===== src/rtl/mvm_job_arbiter.sv =====
// Grants one of two requesters exclusive use of a matrix-vector engine,
// streams its K*K matrix and K vector words to the engine, and returns
// the K results. Optional round-robin tie breaking: MVM_ARB_ROUND_ROBIN_EN.
//
// Ports:
//   clk, reset            clock, async active-high reset
//   req0/1, gnt0/1        job request, one-hot grant held for the job
//   wvalid0/1, wdata0/1   requester word stream (matrix row-major, then vector)
//   rdata, rvalid, rlast  result stream back to the granted requester
//   busy, err             not idle; one-cycle pulse on engine timeout
//   mvm_*                 engine commands, input word, done, result stream
// OUT_LAT must be at least 1.
module mvm_job_arbiter #(
  parameter int K        = 16,
  parameter int B        = 8,
  parameter int OUT_LAT  = 2,
  parameter int WAIT_MAX = 1024
) (
  input  logic                  clk,
  input  logic                  reset,
  input  logic                  req0,
  input  logic                  req1,
  input  logic                  wvalid0,
  input  logic                  wvalid1,
  input  logic signed [B-1:0]   wdata0,
  input  logic signed [B-1:0]   wdata1,
  output logic                  gnt0,
  output logic                  gnt1,
  output logic signed [2*B-1:0] rdata,
  output logic                  rvalid,
  output logic                  rlast,
  output logic                  busy,
  output logic                  err,
  output logic                  mvm_loadMatrix,
  output logic                  mvm_loadVector,
  output logic                  mvm_start,
  output logic signed [B-1:0]   mvm_data_in,
  input  logic                  mvm_done,
  input  logic signed [2*B-1:0] mvm_data_out
);

  localparam int NA = K * K;
  localparam int CW = $clog2(NA + 1);
  localparam int TW = $clog2(WAIT_MAX + 1);
  localparam int DW = $clog2(OUT_LAT + K + 1);

  typedef enum logic [2:0] {
    S_IDLE, S_LOAD_A, S_LOAD_X, S_START,
    S_WAIT, S_DRAIN, S_RELEASE
  } state_t;

  state_t state, nxt;

  logic [CW-1:0] cnt;
  logic [TW-1:0] tcnt;
  logic [DW-1:0] dcnt;

  logic                wv;
  logic signed [B-1:0] wd;
  logic                any_req;
  logic                pick1;
  logic                a_last;
  logic                x_last;
  logic                timeout;
  logic                cap;
  logic                d_last;

  // Only the granted side is ever observed.
  assign wv = gnt1 ? wvalid1 : (gnt0 & wvalid0);
  assign wd = gnt1 ? wdata1 : wdata0;
  assign any_req = req0 | req1;

`ifdef MVM_ARB_ROUND_ROBIN_EN
  logic ptr;
  assign pick1 = req1 & (~req0 | ptr);
`else
  assign pick1 = req1 & ~req0;
`endif

  assign a_last  = (state == S_LOAD_A) && wv && (cnt == CW'(NA - 1));
  assign x_last  = (state == S_LOAD_X) && wv && (cnt == CW'(K - 1));
  assign timeout = (state == S_WAIT) && !mvm_done
                && (tcnt == TW'(WAIT_MAX - 1));
  // dcnt is 1 in the first DRAIN cycle, i.e. the cycle after mvm_done.
  assign cap     = (state == S_DRAIN) && (dcnt >= DW'(OUT_LAT))
                && (dcnt < DW'(OUT_LAT + K));
  assign d_last  = (state == S_DRAIN)
                && (dcnt == DW'(OUT_LAT + K - 1));

  always_ff @(posedge clk or posedge reset) begin
    if (reset) state <= S_IDLE;
    else       state <= nxt;
  end

  always_comb begin
    nxt = state;
    unique case (state)
      S_IDLE:    if (any_req) nxt = S_LOAD_A;
      S_LOAD_A:  if (a_last) nxt = S_LOAD_X;
      S_LOAD_X:  if (x_last) nxt = S_START;
      S_START:   nxt = S_WAIT;
      S_WAIT: begin
        if (mvm_done)     nxt = S_DRAIN;
        else if (timeout) nxt = S_RELEASE;
      end
      S_DRAIN:   if (d_last) nxt = S_RELEASE;
      S_RELEASE: nxt = S_IDLE;
      default:   nxt = S_IDLE;
    endcase
  end

  always_comb begin
    busy           = (state != S_IDLE);
    err            = timeout;
    mvm_loadMatrix = (state == S_LOAD_A) && wv && (cnt == '0);
    mvm_loadVector = (state == S_LOAD_X) && wv && (cnt == '0);
    mvm_start      = (state == S_START);
  end

  // A bubble inside a load phase restarts it; the engine cannot stall.
  always_ff @(posedge clk or posedge reset) begin
    if (reset) begin
      cnt <= '0;
    end else if (state == S_LOAD_A || state == S_LOAD_X) begin
      if (!wv || a_last || x_last) cnt <= '0;
      else                         cnt <= cnt + CW'(1);
    end else begin
      cnt <= '0;
    end
  end

  always_ff @(posedge clk or posedge reset) begin
    if (reset)                tcnt <= '0;
    else if (state == S_WAIT) tcnt <= tcnt + TW'(1);
    else                      tcnt <= '0;
  end

  always_ff @(posedge clk or posedge reset) begin
    if (reset)                            dcnt <= '0;
    else if (state == S_WAIT && mvm_done) dcnt <= DW'(1);
    else if (state == S_DRAIN)            dcnt <= dcnt + DW'(1);
    else                                  dcnt <= '0;
  end

  always_ff @(posedge clk or posedge reset) begin
    if (reset) begin
      gnt0 <= 1'b0;
      gnt1 <= 1'b0;
    end else if (state == S_IDLE && any_req) begin
      gnt0 <= ~pick1;
      gnt1 <= pick1;
    end else if (state == S_RELEASE) begin
      gnt0 <= 1'b0;
      gnt1 <= 1'b0;
    end
  end

`ifdef MVM_ARB_ROUND_ROBIN_EN
  // Point at whoever was not served by the job now ending.
  always_ff @(posedge clk or posedge reset) begin
    if (reset)                   ptr <= 1'b0;
    else if (state == S_RELEASE) ptr <= gnt0;
  end
`endif

  always_ff @(posedge clk or posedge reset) begin
    if (reset)             mvm_data_in <= '0;
    else if (gnt0 | gnt1)  mvm_data_in <= wd;
    else                   mvm_data_in <= '0;
  end

  always_ff @(posedge clk or posedge reset) begin
    if (reset) begin
      rdata  <= '0;
      rvalid <= 1'b0;
      rlast  <= 1'b0;
    end else begin
      rvalid <= cap;
      rlast  <= cap && d_last;
      if (cap) rdata <= mvm_data_out;
    end
  end

endmodule


===== config.mk =====
export PLATFORM = sky130hd
export DESIGN_NAME = mvm_job_arbiter
export DESIGN_NICKNAME = d
export VERILOG_FILES = /design/src/rtl/mvm_job_arbiter.sv
export SDC_FILE = /design/constraint.sdc
export NUM_CORES = 1
export LEC_CHECK = 0
export BUFFER_PORTS_ARGS = -buffer_cell sky130_fd_sc_hd__buf_2
export CAP_MARGIN = 20
export CORE_MARGIN = 1.5
export CORE_UTILIZATION = 51
export CTS_BUF_LIST = sky130_fd_sc_hd__clkbuf_2 sky130_fd_sc_hd__clkbuf_4 sky130_fd_sc_hd__clkbuf_8
export CTS_CLUSTER_SIZE = 16
export DETAILED_ROUTE_END_ITERATION = 10
export GPL_TIMING_DRIVEN = 0
export PLACE_DENSITY = 0.75
export SETUP_SLACK_MARGIN = 0.1
export SLEW_MARGIN = 5
export SYNTH_ARGS = -nofsm -noshare
export SYNTH_HDL_FRONTEND = slang
export SYNTH_SLANG_ARGS = --single-unit

===== constraint.sdc =====
create_clock -name clk -period 5.5 [get_ports clk]
set_input_delay 0.275 -clock clk [delete_from_list [all_inputs] [get_ports clk]]
set_output_delay 0.275 -clock clk [all_outputs]
set_load 0.02 [all_outputs]

* Yosys cells after proc, flatten, opt, wreduce, memory -nomap -nowiden *
Index checks and enable logic that the tools add are counted.

word-level totals
  logic and storage cells = 78
  bits of input ports = 39
  latch bits = 0
  RAM bits = 0
  memory bits (read-only) = 0
  memories kept = 0
  register bits after elaboration = 56

cells by class
  divide/modulo/power cells = 0
  $lt $le $gt $ge = 2
  shifts and indexed selects = 0
  equal/unequal tests = 15
  muxes and demuxes = 18
  add/sub/neg operators = 3
  $mul = 0
  bitwise logic cells = 6
  reductions and logical operators = 24

operators with widths
  kind                                                                     number
  3-bit two-way mux                                                        6
  9-bit two-way mux                                                        2
  3-bit case mux with 6 select lines                                       1
  8-bit two-way mux                                                        2
  1-bit logical AND                                                        14
  11-bit by 1-bit adder with 11-bit output, second input constant          1
  11-bit by 10-bit equality test with 1-bit output, second input constant  1
  11-bit two-way mux                                                       1
  5-bit two-way mux                                                        2
  9-bit by 1-bit adder with 9-bit output, second input constant            1
  3-bit equality test, second input constant                               3
  9-bit by 4-bit equality test with 1-bit output, second input constant    1
  9-bit by 8-bit equality test with 1-bit output, second input constant    1
  9-bit zero test                                                          1
  2-bit != test, second input constant                                     4
  3-bit by 2-bit equality test with 1-bit output, second input constant    2
  5-bit by 1-bit adder with 5-bit output, second input constant            1
  5-bit equality test, second input constant                               1
  5-bit by 2-bit >= comparator with 1-bit output, second input constant    1
  5-bit less-than comparator, second input constant                        1
  5-bit AND reduction                                                      1
  1-bit two-way mux                                                        4
  3-bit by 1-bit equality test with 1-bit output, second input constant    1
  3-bit zero test                                                          1
  8 further kinds                                                          14

* Longest topological paths before layout *
Gate-level depths: netlist of run 1.

  depth in word-level cells = 8
  depth in mapped cells = 8
  gate-level depth less buffers = 8

* Worst setup path before layout of run 1 *
Ideal clock, no wire load.

  kind = reg-to-reg
  start point = register cnt[0]
  end point = register state[0]
  clock period less this slack = 1.928 ns
  setup time = 0.125 ns
  path slack = 3.572 ns
  arrival time = 1.803 ns
  buffers on the path = 0
  cell stages (with the launch flop) = 9
  cell sequence = dfrtp_1 > ha_1 > nand4_1 > nor2_1 > ha_1 > nand3_1 > a221o_1 > a21oi_1 > mux2_4

on the way
  cells in the longest elaborated chain, start to end = 4
  elaborated cells between the ends (all ways) = 7
  those cells by class = eq/ne (4); reduce/logical (3)

ends and longest elaborated chain
  what                                                                                                              RTL line  source
  start, declared                                                                                                   54        logic [CW-1:0] cnt;
  start signal, assigned                                                                                            126       else cnt <= cnt + CW'(1);
  9-bit by 4-bit equality test with 1-bit output or 9-bit by 8-bit equality test with 1-bit output (tied branches)  81, 80
  1-bit logical AND, on equally long branches                                                                       81, 80
  2-bit != test (no source line)                                                                                    -
  5-bit AND reduction (no source line) *                                                                            -
  end signal, assigned                                                                                              92        else state <= nxt;
  end, declared                                                                                                     52        state_t state, nxt;

Mark *: on every way between the ends. The rest lies on a longest branch, timed or not.
A chain may end at the register's enable or synchronous reset.

* Final worst setup path of run 1 *
Ends and elaborated chain as after synthesis.

==> reports/metrics.cfg, run 1 <==
[status]
status = complete, no violations

[logic_synthesis]
yosysMostFrequentCell = dfrtp_1
synth_common_cells = dfrtp_1 (56), nor2_1 (34), inv_1 (12), nand3_1 (12), xnor2_1 (10)
yosys.area.top_type = dfrtp_1
synth_seq_cells = 56
synth_top_area_share = 0.538
ys.flop_type = dfrtp_1
synthesis.area_um2 = 2600
syn_avg_cell_area_um2 = 11.6
yosysSeqAreaShare = 0.538
netlist_instances = 225
syn_nets = 271
async_reset_ff_frac = 1.00
synth_area_leaders = dfrtp_1 (54%), mux2_4 (5.2%), nor2_1 (4.9%), mux2_2 (3.5%), ha_1 (3.4%)
synth_edf_count = 0
ys_warn_count = 0
synth_cell_types = 41

[power_and_ir_drop]
power_density_nw_per_um2 = 417
total_leakage_power_nw = 1.59
total_power_w = 0.00132
irDropWorstVdd_uv = 224

[setup_path]
crit_slowest_cell = dfrtp_1
worst_ep_arrival_time_ns = 2.31
end_kind = register
slowest_delay_ns = 0.40
cp_top_family = compound AO/OA/AOI/OAI gates
start_kind = register
worstPathCellList = ha_1, nand4_1, nor2_1, ha_1, nand3_1, a221o_1, a21oi_1, mux2_4
worstPathRequired_ns = 5.69
path_buf_inv = 0
cp_max_fo = 4
critical_path_class = register to register
path_common_cell = ha_1

[sta]
hold_violations = 0
finalSetupViolations = 0
setup_ws_ns = 3.38
fin_tns_setup_ns = 0
finalMaxSlewViolations = 0
period_needed_ns = 2.12
slew_headroom = 0.645
fin_worst_skew_ns = 0.00324
tightest_slew_ns = 0.531
grt_setup_unrepaired = false
max_freq_ghz = 0.473
min_period_over_period = 0.385

[detailed_routing]
route.met2.wl_um = 2450
wl_met1_um = 2280
first_pass_iters = 4
route.met3.wl_um = 230
via_per_inst = 4.99
wl_per_cell_um = 13.6
wirelength_um = 5070
ant_nets = 0
detailedRoute.firstIterationViolations = 96
drc = 0
vias = 1860
routed.top_layer = met4

[placement]
dp_hpwl_um = 3750
portBuffers = 71
placed_area_um2 = 3060
gp_congestion = 0.765
dpl_worst_slack_ns = 3.40

[floorplan]
die-area_um2 = 5540
die_w_um = 74.4
rows = 25
io_pins = 72
start_util = 0.540
die_h_um = 74.4
placeableCoreArea_um2 = 4820

[clock_network]
cts.sinks = 56
ctsResizeCount = 0
clock_path_buffers = 2
postCtsSetupRepairBufs = 0
cts_tree = built
cts_buffers = 5
cts.reportedPaths.clkPinSlew_ns = 0.09
hold_buffers = 1
h-tree-depth = 2
clock_latency_ns = 0.30
root_buffer = clkbuf_8

[final_layout]
nFillCells = 399
stdcell_area_um2 = 3170
final_layout_size_suffix_gt1_frac = 0.369
ff_latch_area_um2 = 1400
antennaDiodeCount = 0
syn2layout_area_growth_pct = 21.8
nets = 351
multiInputGateArea_um2 = 1110

[global_routing]
grt_pass1_wl_um = 8270
grt_pass1_vias = 1828
antenna_found_initial = 0
grt_max_degree = 36
grt_overflow = 0
grt_usage = 0.197

[flow_run]
drv_cap = 0

[worst_hold_path]
hold_path_class = primary input to register

==> layout make-up <==
| class | instances | share of cell area |
|---|---|---|
| clock inverters | 1 | 0.00237 |
| multi-input cells | 150 | 0.350 |
| plain buffers | 7 | 0.0150 |
| flip-flops and latches | 56 | 0.442 |
| inverters | 12 | 0.0142 |
| well taps | 67 | 0.0265 |
| repair buffers | 73 | 0.122 |
| clock buffers | 7 | 0.0284 |
==> worst reg2reg max path, cell delays in order (launching register included) <==
cell	delay, ns
dfrtp_1	0.40
ha_1	0.23
nand4_1	0.14
nor2_1	0.13
ha_1	0.19
nand3_1	0.10
a221o_1	0.35
a21oi_1	0.17
mux2_4	0.31
==> metal layers <==
layer,vias to the layer above,GRT usage
li1,928,-
met1,870,0.257
met2,52,0.326
met3,10,0.0312
met4,0,0.0889
met5,-,0
==> power by group <==
group          internal (W)  switching, W
registers          0.000506     0.0000559
clock network      0.000108      0.000128
logic              0.000214      0.000310
==> state kept, by name, indices dropped and copies added, names as in the netlist <==
name and flops:
rdata 16, tcnt 11, cnt 9, mvm_data_in 8, dcnt 5, state 3
gnt0 1, gnt1 1, rlast 1, rvalid 1
==> layout by cell type (no fill, tap or decap), types with 4 or more instances in the layout <==
cell,n
a21oi_1,6
a22o_1,9
buf_2,73
clkbuf_8,6
dfrtp_1,56
ha_1,7
inv_1,11
mux2_2,8
mux2_4,9
nand2_1,8
nand3_1,12
nand4_1,4
nor2_1,34
o21ai_0,7
xnor2_1,10
xor2_1,6
==> kinds of logic (layout without fill, tap and decap cells) <==
logic type	Yosys count	after routing	share of synthesized area
XOR/XNOR	16	16	0.0538
AND/OR/NAND/NOR	80	80	0.168
adder cells (fa/ha/maj)	7	7	0.0337
multiplexers	17	17	0.0865
AO/OA/AOI/OAI	30	30	0.0837
flip-flops	56	56	0.538
buffers and inverters	19	100	0.0356
==> path summary, 6_finish.rpt <==
| kind | from | to | slack [ns] | cells past startpoint |
|---|---|---|---|---|
| worst max-delay path | cnt[0]$_DFF_PP0_ | state[0]$_DFFE_PP0P_ | 3.38 | 8 |
| worst min-delay path | wdata0[2] | mvm_data_in[2]$_DFF_PP0_ | 0.19 | 2 |
| worst max register to register | cnt[0]$_DFF_PP0_ | state[0]$_DFFE_PP0P_ | 3.38 | 8 |
| worst min register to register | cnt[0]$_DFF_PP0_ | cnt[0]$_DFF_PP0_ | 0.50 | 1 |
| max in group asynchronous | reset | tcnt[2]$_DFF_PP0_ | 4.42 | 4 |
| min in group asynchronous | reset | rdata[12]$_DFFE_PP0P_ | 0.55 | 3 |
==> through the flow <==
stage / utilization / hold slack [ns] / instances
after floorplan: - / 0.408 / 225
after global placement: 0.631 / 0.471 / 363
after detailed placement: 0.636 / 0.324 / 364
after CTS: 0.658 / 0.180 / 373
after global routing: 0.658 / 0.177 / 373
final: 0.658 / 0.187 / 373
Note: power is estimated with default switching activity, not from simulation.
==> run 2: changes to the inputs <==
--- a/config.mk
+++ b/config.mk
@@ -8,12 +8,12 @@
 export BUFFER_PORTS_ARGS = -buffer_cell sky130_fd_sc_hd__buf_2
 export CAP_MARGIN = 20
 export CORE_MARGIN = 1.5
-export CORE_UTILIZATION = 51
+export CORE_UTILIZATION = 49
 export CTS_BUF_LIST = sky130_fd_sc_hd__clkbuf_2 sky130_fd_sc_hd__clkbuf_4 sky130_fd_sc_hd__clkbuf_8
 export CTS_CLUSTER_SIZE = 16
 export DETAILED_ROUTE_END_ITERATION = 10
 export GPL_TIMING_DRIVEN = 0
-export PLACE_DENSITY = 0.75
+export PLACE_DENSITY = 0.76
 export SETUP_SLACK_MARGIN = 0.1
 export SLEW_MARGIN = 5
 export SYNTH_ARGS = -nofsm -noshare
==> constraint.sdc (replaced) <==
create_clock -name clk -period 1.9 [get_ports clk]
set_input_delay 0.095 -clock clk [delete_from_list [all_inputs] [get_ports clk]]
set_output_delay 0.095 -clock clk [all_outputs]
set_load 0.02 [all_outputs]
==> run 2 against run 1 <==
  * The flow now finishes with violations (setup timing)
  * Highest routed layer unchanged
  * Routed wire length increased by 9.5%
  * Combinational power increased to 3.1 times the previous value
  * Sequential share of layout area decreased by 3.2 points
  * Largest cell class unchanged
  * Utilization increased by 1.1 points
  * Cell area increased by 7.9%
  * First-iteration DRC count decreased by 21%
==> reports/metrics.cfg, run 2 (synthesis results as in run 1) <==
[status]
status = finished, violations left
violations = setup timing

[final_layout]
final_layout_size_suffix_gt1_frac = 0.419
final_common_cell = buf_2
largest_register = rdata
nets = 372
final_cell_mix = buf_2 (70), dfrtp_1 (56), nor2_1 (32)
post-route-util = 0.669
largest_register_ffs = 16
nFillCells = 408
antennaDiodeCount = 0
top_regs = rdata x16, tcnt x11, cnt x9
syn2layout_area_growth_pct = 31.3

[power_and_ir_drop]
irDropWorstVdd_uv = 612
total_leakage_power_nw = 1.70
total_power_w = 0.00391
power_density_nw_per_um2 = 1140

[floorplan]
die_h_um = 75.9
io_pins = 72
rows = 26
placeableCoreArea_um2 = 5110
start_util = 0.510
die-area_um2 = 5760
die_w_um = 75.9

[clock_network]
cts.sinks = 56
cts.reportedPaths.clkPinSlew_ns = 0.10
clock_path_buffers = 2
cts_tree = built
clock_latency_ns = 0.31
root_buffer = clkbuf_8
h-tree-depth = 2
cts_buffers = 5

[placement]
dpl_worst_slack_ns = -0.162
dp_hpwl_um = 3780
portBuffers = 71
gp_congestion = 0.749

[setup_path]
path_common_cell = ha_2
crit_slowest_cell = a221o_1
end_kind = register
reg2reg_slack_ns = -0.13
worstReg2RegEnd = state[0]$_DFFE_PP0P_
reg2reg_depth = 8
cp_max_fo = 3
slowest_delay_ns = 0.38
critical_path_class = register to register
worst_ep_arrival_time_ns = 2.22
r2r_start = cnt[1]$_DFF_PP0_
start_kind = register
worstPathRequired_ns = 2.09
worstPathCellList = ha_2, nand4_1, nor2_2, ha_2, a31oi_1, a221o_1, a21oi_2, mux2_4

[worst_hold_path]
hold_path_class = primary input to register
min_path_cells = 2
hold_end = mvm_data_in[7]$_DFF_PP0_
holdCritStartpoint = wdata0[7]

[sta]
grt_setup_unrepaired = true
tightest_slew_ns = 0.469
finalSetupViolations = 3
slew_headroom = 0.687
max_freq_ghz = 0.493
period_needed_ns = 2.03
min_period_over_period = 1.07
finalMaxSlewViolations = 0
setup_ws_ns = -0.130
hold_violations = 0
fin_worst_skew_ns = 0.00854

[detailed_routing]
ant_nets = 0
via_per_inst = 5.09
vias = 2019
drc = 0
wirelength_um = 5550
first_pass_iters = 4
detailedRoute.firstIterationViolations = 76
wl_per_cell_um = 14.0

[global_routing]
grt_pass1_vias = 1860
antenna_found_initial = 0
grt_max_degree = 37
grt_overflow = 0
grt_usage = 0.194
grt_pass1_wl_um = 8270

[flow_run]
drv_cap = 0

## run 2: cell count changes in the layout (fill, tap and decap cells not counted), moves of 2 or more
cell           change
ha_1               -3
buf_4             +16
dlygate4sd3_1      +7
buf_2              -3
nor2_1             -2
ha_2               +2
nor2_2             +2
## run 2: cell type report
class / instances / area (um^2) / area share
repair buffers: 94 / 581 / 0.170
well taps: 70 / 87.6 / 0.0256
clock inverters: 1 / 7.51 / 0.00220
clock buffers: 7 / 90.1 / 0.0264
flip-flops and latches: 56 / 1400 / 0.410
multi-input cells: 150 / 1160 / 0.339
plain buffers: 7 / 48.8 / 0.0143
inverters: 12 / 45.0 / 0.0132
## run 2: worst max path at each step
| stage | startpoint | to |
|---|---|---|
| floorplan | cnt[0]$_DFF_PP0_ | state[0]$_DFFE_PP0P_ |
| global placement | reset | tcnt[5]$_DFF_PP0_ |
| detailed placement | cnt[0]$_DFF_PP0_ | state[0]$_DFFE_PP0P_ |
| CTS | cnt[0]$_DFF_PP0_ | state[0]$_DFFE_PP0P_ |
| global route | cnt[0]$_DFF_PP0_ | state[0]$_DFFE_PP0P_ |
| finish | cnt[1]$_DFF_PP0_ | state[0]$_DFFE_PP0P_ |
## run 2: power by group
| part | switching [W] | total, W | leakage (nW) | internal (W) |
|---|---|---|---|---|
| Combinational | 0.000938 | 0.00161 | 0.893 | 0.000676 |
| Sequential | 0.000153 | 0.00162 | 0.760 | 0.00146 |
| Clock | 0.000365 | 0.000676 | 0.0479 | 0.000311 |
## run 2: what timing repair did
action	CTS	global route
hold buffers	7	1
setup buffers	9	5
endpoints found under the hold margin	26	1
pin swaps	10	6
setup endpoints to repair	13	5
resized for setup	6	7
## run 2: through the flow
step                      hold WS [ns]  TNS, ns  cells  area [um^2]
after floorplan                  0.228        0    225         2610
after global placement           0.316   -12.00    366         3050
after detailed placement         0.133   -0.162    367         3070
after CTS                    0.0000233   -0.146    391         3340
after global routing         0.0000349   -0.458    397         3420
final                          0.00929   -0.189    397         3420
## run 2: worst max-delay path, delay by kind of cell (launching register included)
| kind | cells | cell delay (ns) |
|---|---|---|
| flops | 1 | 0.36 |
| mux | 1 | 0.31 |
| fa+ha+maj | 2 | 0.39 |
| simple gates | 2 | 0.25 |
| compound gates | 3 | 0.62 |
## run 2: per-layer routing
metal | up-vias | track usage | share of wire
li1 | 975 | - | -
met1 | 975 | 0.225 | 0.40
met2 | 61 | 0.336 | 0.52
met3 | 8 | 0.0556 | 0.063
met4 | 0 | 0.0794 | 0.014
met5 | - | 0 | 0
==> run 3: changes to the inputs <==
--- a/config.mk
+++ b/config.mk
@@ -9,7 +9,7 @@
 export CAP_MARGIN = 20
 export CORE_MARGIN = 1.5
 export CORE_UTILIZATION = 49
-export CTS_BUF_LIST = sky130_fd_sc_hd__clkbuf_2 sky130_fd_sc_hd__clkbuf_4 sky130_fd_sc_hd__clkbuf_8
+export CTS_BUF_LIST = sky130_fd_sc_hd__clkbuf_4
 export CTS_CLUSTER_SIZE = 16
 export DETAILED_ROUTE_END_ITERATION = 10
 export GPL_TIMING_DRIVEN = 0
==> constraint.sdc (replaced) <==
create_clock -name clk -period 1.9 [get_ports clk]
set_input_delay 0.285 -clock clk [delete_from_list [all_inputs] [get_ports clk]]
set_output_delay 0.285 -clock clk [all_outputs]
set_load 0.02 [all_outputs]
==> run 3 against run 2 <==
  * The flow still finishes with violations (setup timing)
  * Highest routed layer unchanged
  * Largest cell class unchanged
  * Fmax decreased by 5.0%
  * Global-route usage shrank 0.48 points
  * Cell area shrank 0.92%
  * Clock skew rose by 0.0070 ns
  * First-iteration DRC count rose by 7.9%
  * Clock power fell by 25%
  * Final cell count fell by 0.50%
  * Power shrank 2.4%
  * Worst hold slack improved by 0.092 ns
  * Critical path depth decreased by 3
==> reports/metrics.cfg, run 3 (synthesis results as in run 1) <==
[floorplan]
rows = 26
die-area_um2 = 5760
io_pins = 72
placeableCoreArea_um2 = 5110
start_util = 0.510
die_h_um = 75.9
die_w_um = 75.9

[flow_run]
drv_cap = 0

[detailed_routing]
wirelength_um = 5470
wl_per_cell_um = 13.9
vias = 2004
first_pass_iters = 4
via_per_inst = 5.07
ant_nets = 0
drc = 0
detailedRoute.firstIterationViolations = 82

[final_layout]
syn2layout_area_growth_pct = 30.1
largest_register_ffs = 16
ff_latch_area_um2 = 1400
top_regs = rdata x16, tcnt x11, cnt x9
final_layout_size_suffix_gt1_frac = 0.443
final_common_cell = buf_2
nFillCells = 423
nets = 370
stdcell_count = 395
antennaDiodeCount = 0
multiInputGateArea_um2 = 1190
final_cell_mix = buf_2 (68), dfrtp_1 (55), nor2_1 (31)
largest_register = rdata

[worst_hold_path]
min_path_cells = 2
hold_path_class = primary input to register

[sta]
fin_tns_setup_ns = -0.592
hold_violations = 0
tightest_slew_ns = 0.461
fin_worst_skew_ns = 0.0156
max_freq_ghz = 0.468
worst_hold_slack_ns = 0.102
min_period_over_period = 1.12
finalSetupViolations = 4
period_needed_ns = 2.14
grt_setup_unrepaired = true
finalMaxSlewViolations = 0
slew_headroom = 0.692
setup_ws_ns = -0.236

[placement]
gp_congestion = 0.749
place_inst = 367
dp_hpwl_um = 3780
portBuffers = 71

[global_routing]
antenna_found_initial = 0
grt_max_degree = 37
grt_overflow = 0
grt_pass1_wl_um = 8140
grt_usage = 0.189
grt_pass1_vias = 1832

[power_and_ir_drop]
power_density_nw_per_um2 = 1130
total_leakage_power_nw = 1.69
irDropWorstVdd_uv = 490

[setup_path]
cp_max_fo = 2
r2r_start = cnt[0]$_DFF_PP0_
crit_path_start = cnt[6]$_DFF_PP0_
critical_path_class = register to output pin
worst_ep_arrival_time_ns = 1.85
worstPathRequired_ns = 1.62
crit_end = mvm_loadVector
reg2reg_depth = 8
reg2reg_slack_ns = -0.13
worstReg2RegEnd = state[0]$_DFFE_PP0P_
start_kind = register
end_kind = output pin

[status]
status = finished, violations left
violations = setup timing

[clock_network]
root_buffer = clkbuf_4
clock_path_buffers = 2
clock_latency_ns = 0.38
h-tree-depth = 2
cts.sinks = 56
cts_tree = built
cts_buffers = 5
cts.reportedPaths.clkPinSlew_ns = 0.16

run 3: layout make-up:
class	count	share of cell area
plain buffers	7	0.0151
clock inverters	2	0.00332
multi-input cells	150	0.350
well taps	70	0.0259
inverters	12	0.0133
clock buffers	6	0.0133
flip-flops and latches	56	0.414
repair buffers	92	0.165
run 3: per-layer routing:
layer	wire (um)	vias to the layer above	global-route usage	part of all wire
li1	-	975	-	-
met5	0	-	0	0
met1	2230	973	0.224	0.41
met3	308	6	0.0423	0.056
met4	51	0	0.0813	0.0093
met2	2880	50	0.329	0.53
run 3: what timing repair did:
item,in CTS,in global routing
setup buffers,14,5
gates cloned,0,0
setup endpoints to repair,13,20
hold buffers,1,0
gates resized for setup,9,14
endpoints found under the hold margin,20,0
pin swaps,13,13
run 3: per-stage QoR:
stage	utilization	power (W)	instance area [um^2]	setup slack [ns]
global route	0.663	0.00409	3390	-0.330
CTS	0.646	0.00373	3300	-0.275
finish	0.663	0.00381	3390	-0.236
floorplan	-	0.00269	2610	0.0151
global placement	0.598	0.00312	3050	-0.405
detailed placement	0.602	0.00318	3070	-0.162
run 3: worst min-delay path by stage:
| stage | from | to |
|---|---|---|
| 6_report | wdata0[0] | mvm_data_in[0]$_DFF_PP0_ |
| 3_3_place_gp | cnt[0]$_DFF_PP0_ | cnt[0]$_DFF_PP0_ |
| 3_5_place_dp | reset | rdata[4]$_DFFE_PP0P_ |
| 4_1_cts | wdata0[0] | mvm_data_in[0]$_DFF_PP0_ |
| 5_1_grt | wdata0[6] | mvm_data_in[6]$_DFF_PP0_ |
| 2_1_floorplan | wdata0[0] | mvm_data_in[0]$_DFF_PP0_ |
run 3: report_power, final:
group	switching, W	internal [W]	total, W	leakage, nW
Clock	0.000352	0.000156	0.000508	0.0293
Combinational	0.000954	0.000728	0.00168	0.902
Sequential	0.000160	0.00146	0.00162	0.759
run 3: worst max-delay path, cell delays in order, from the launching register on:
cell and delay, ns:
dfrtp_1 0.42, or4_4 0.56, nor2_4 0.08, nand4_1 0.11, nor2_1 0.16, buf_4 0.16
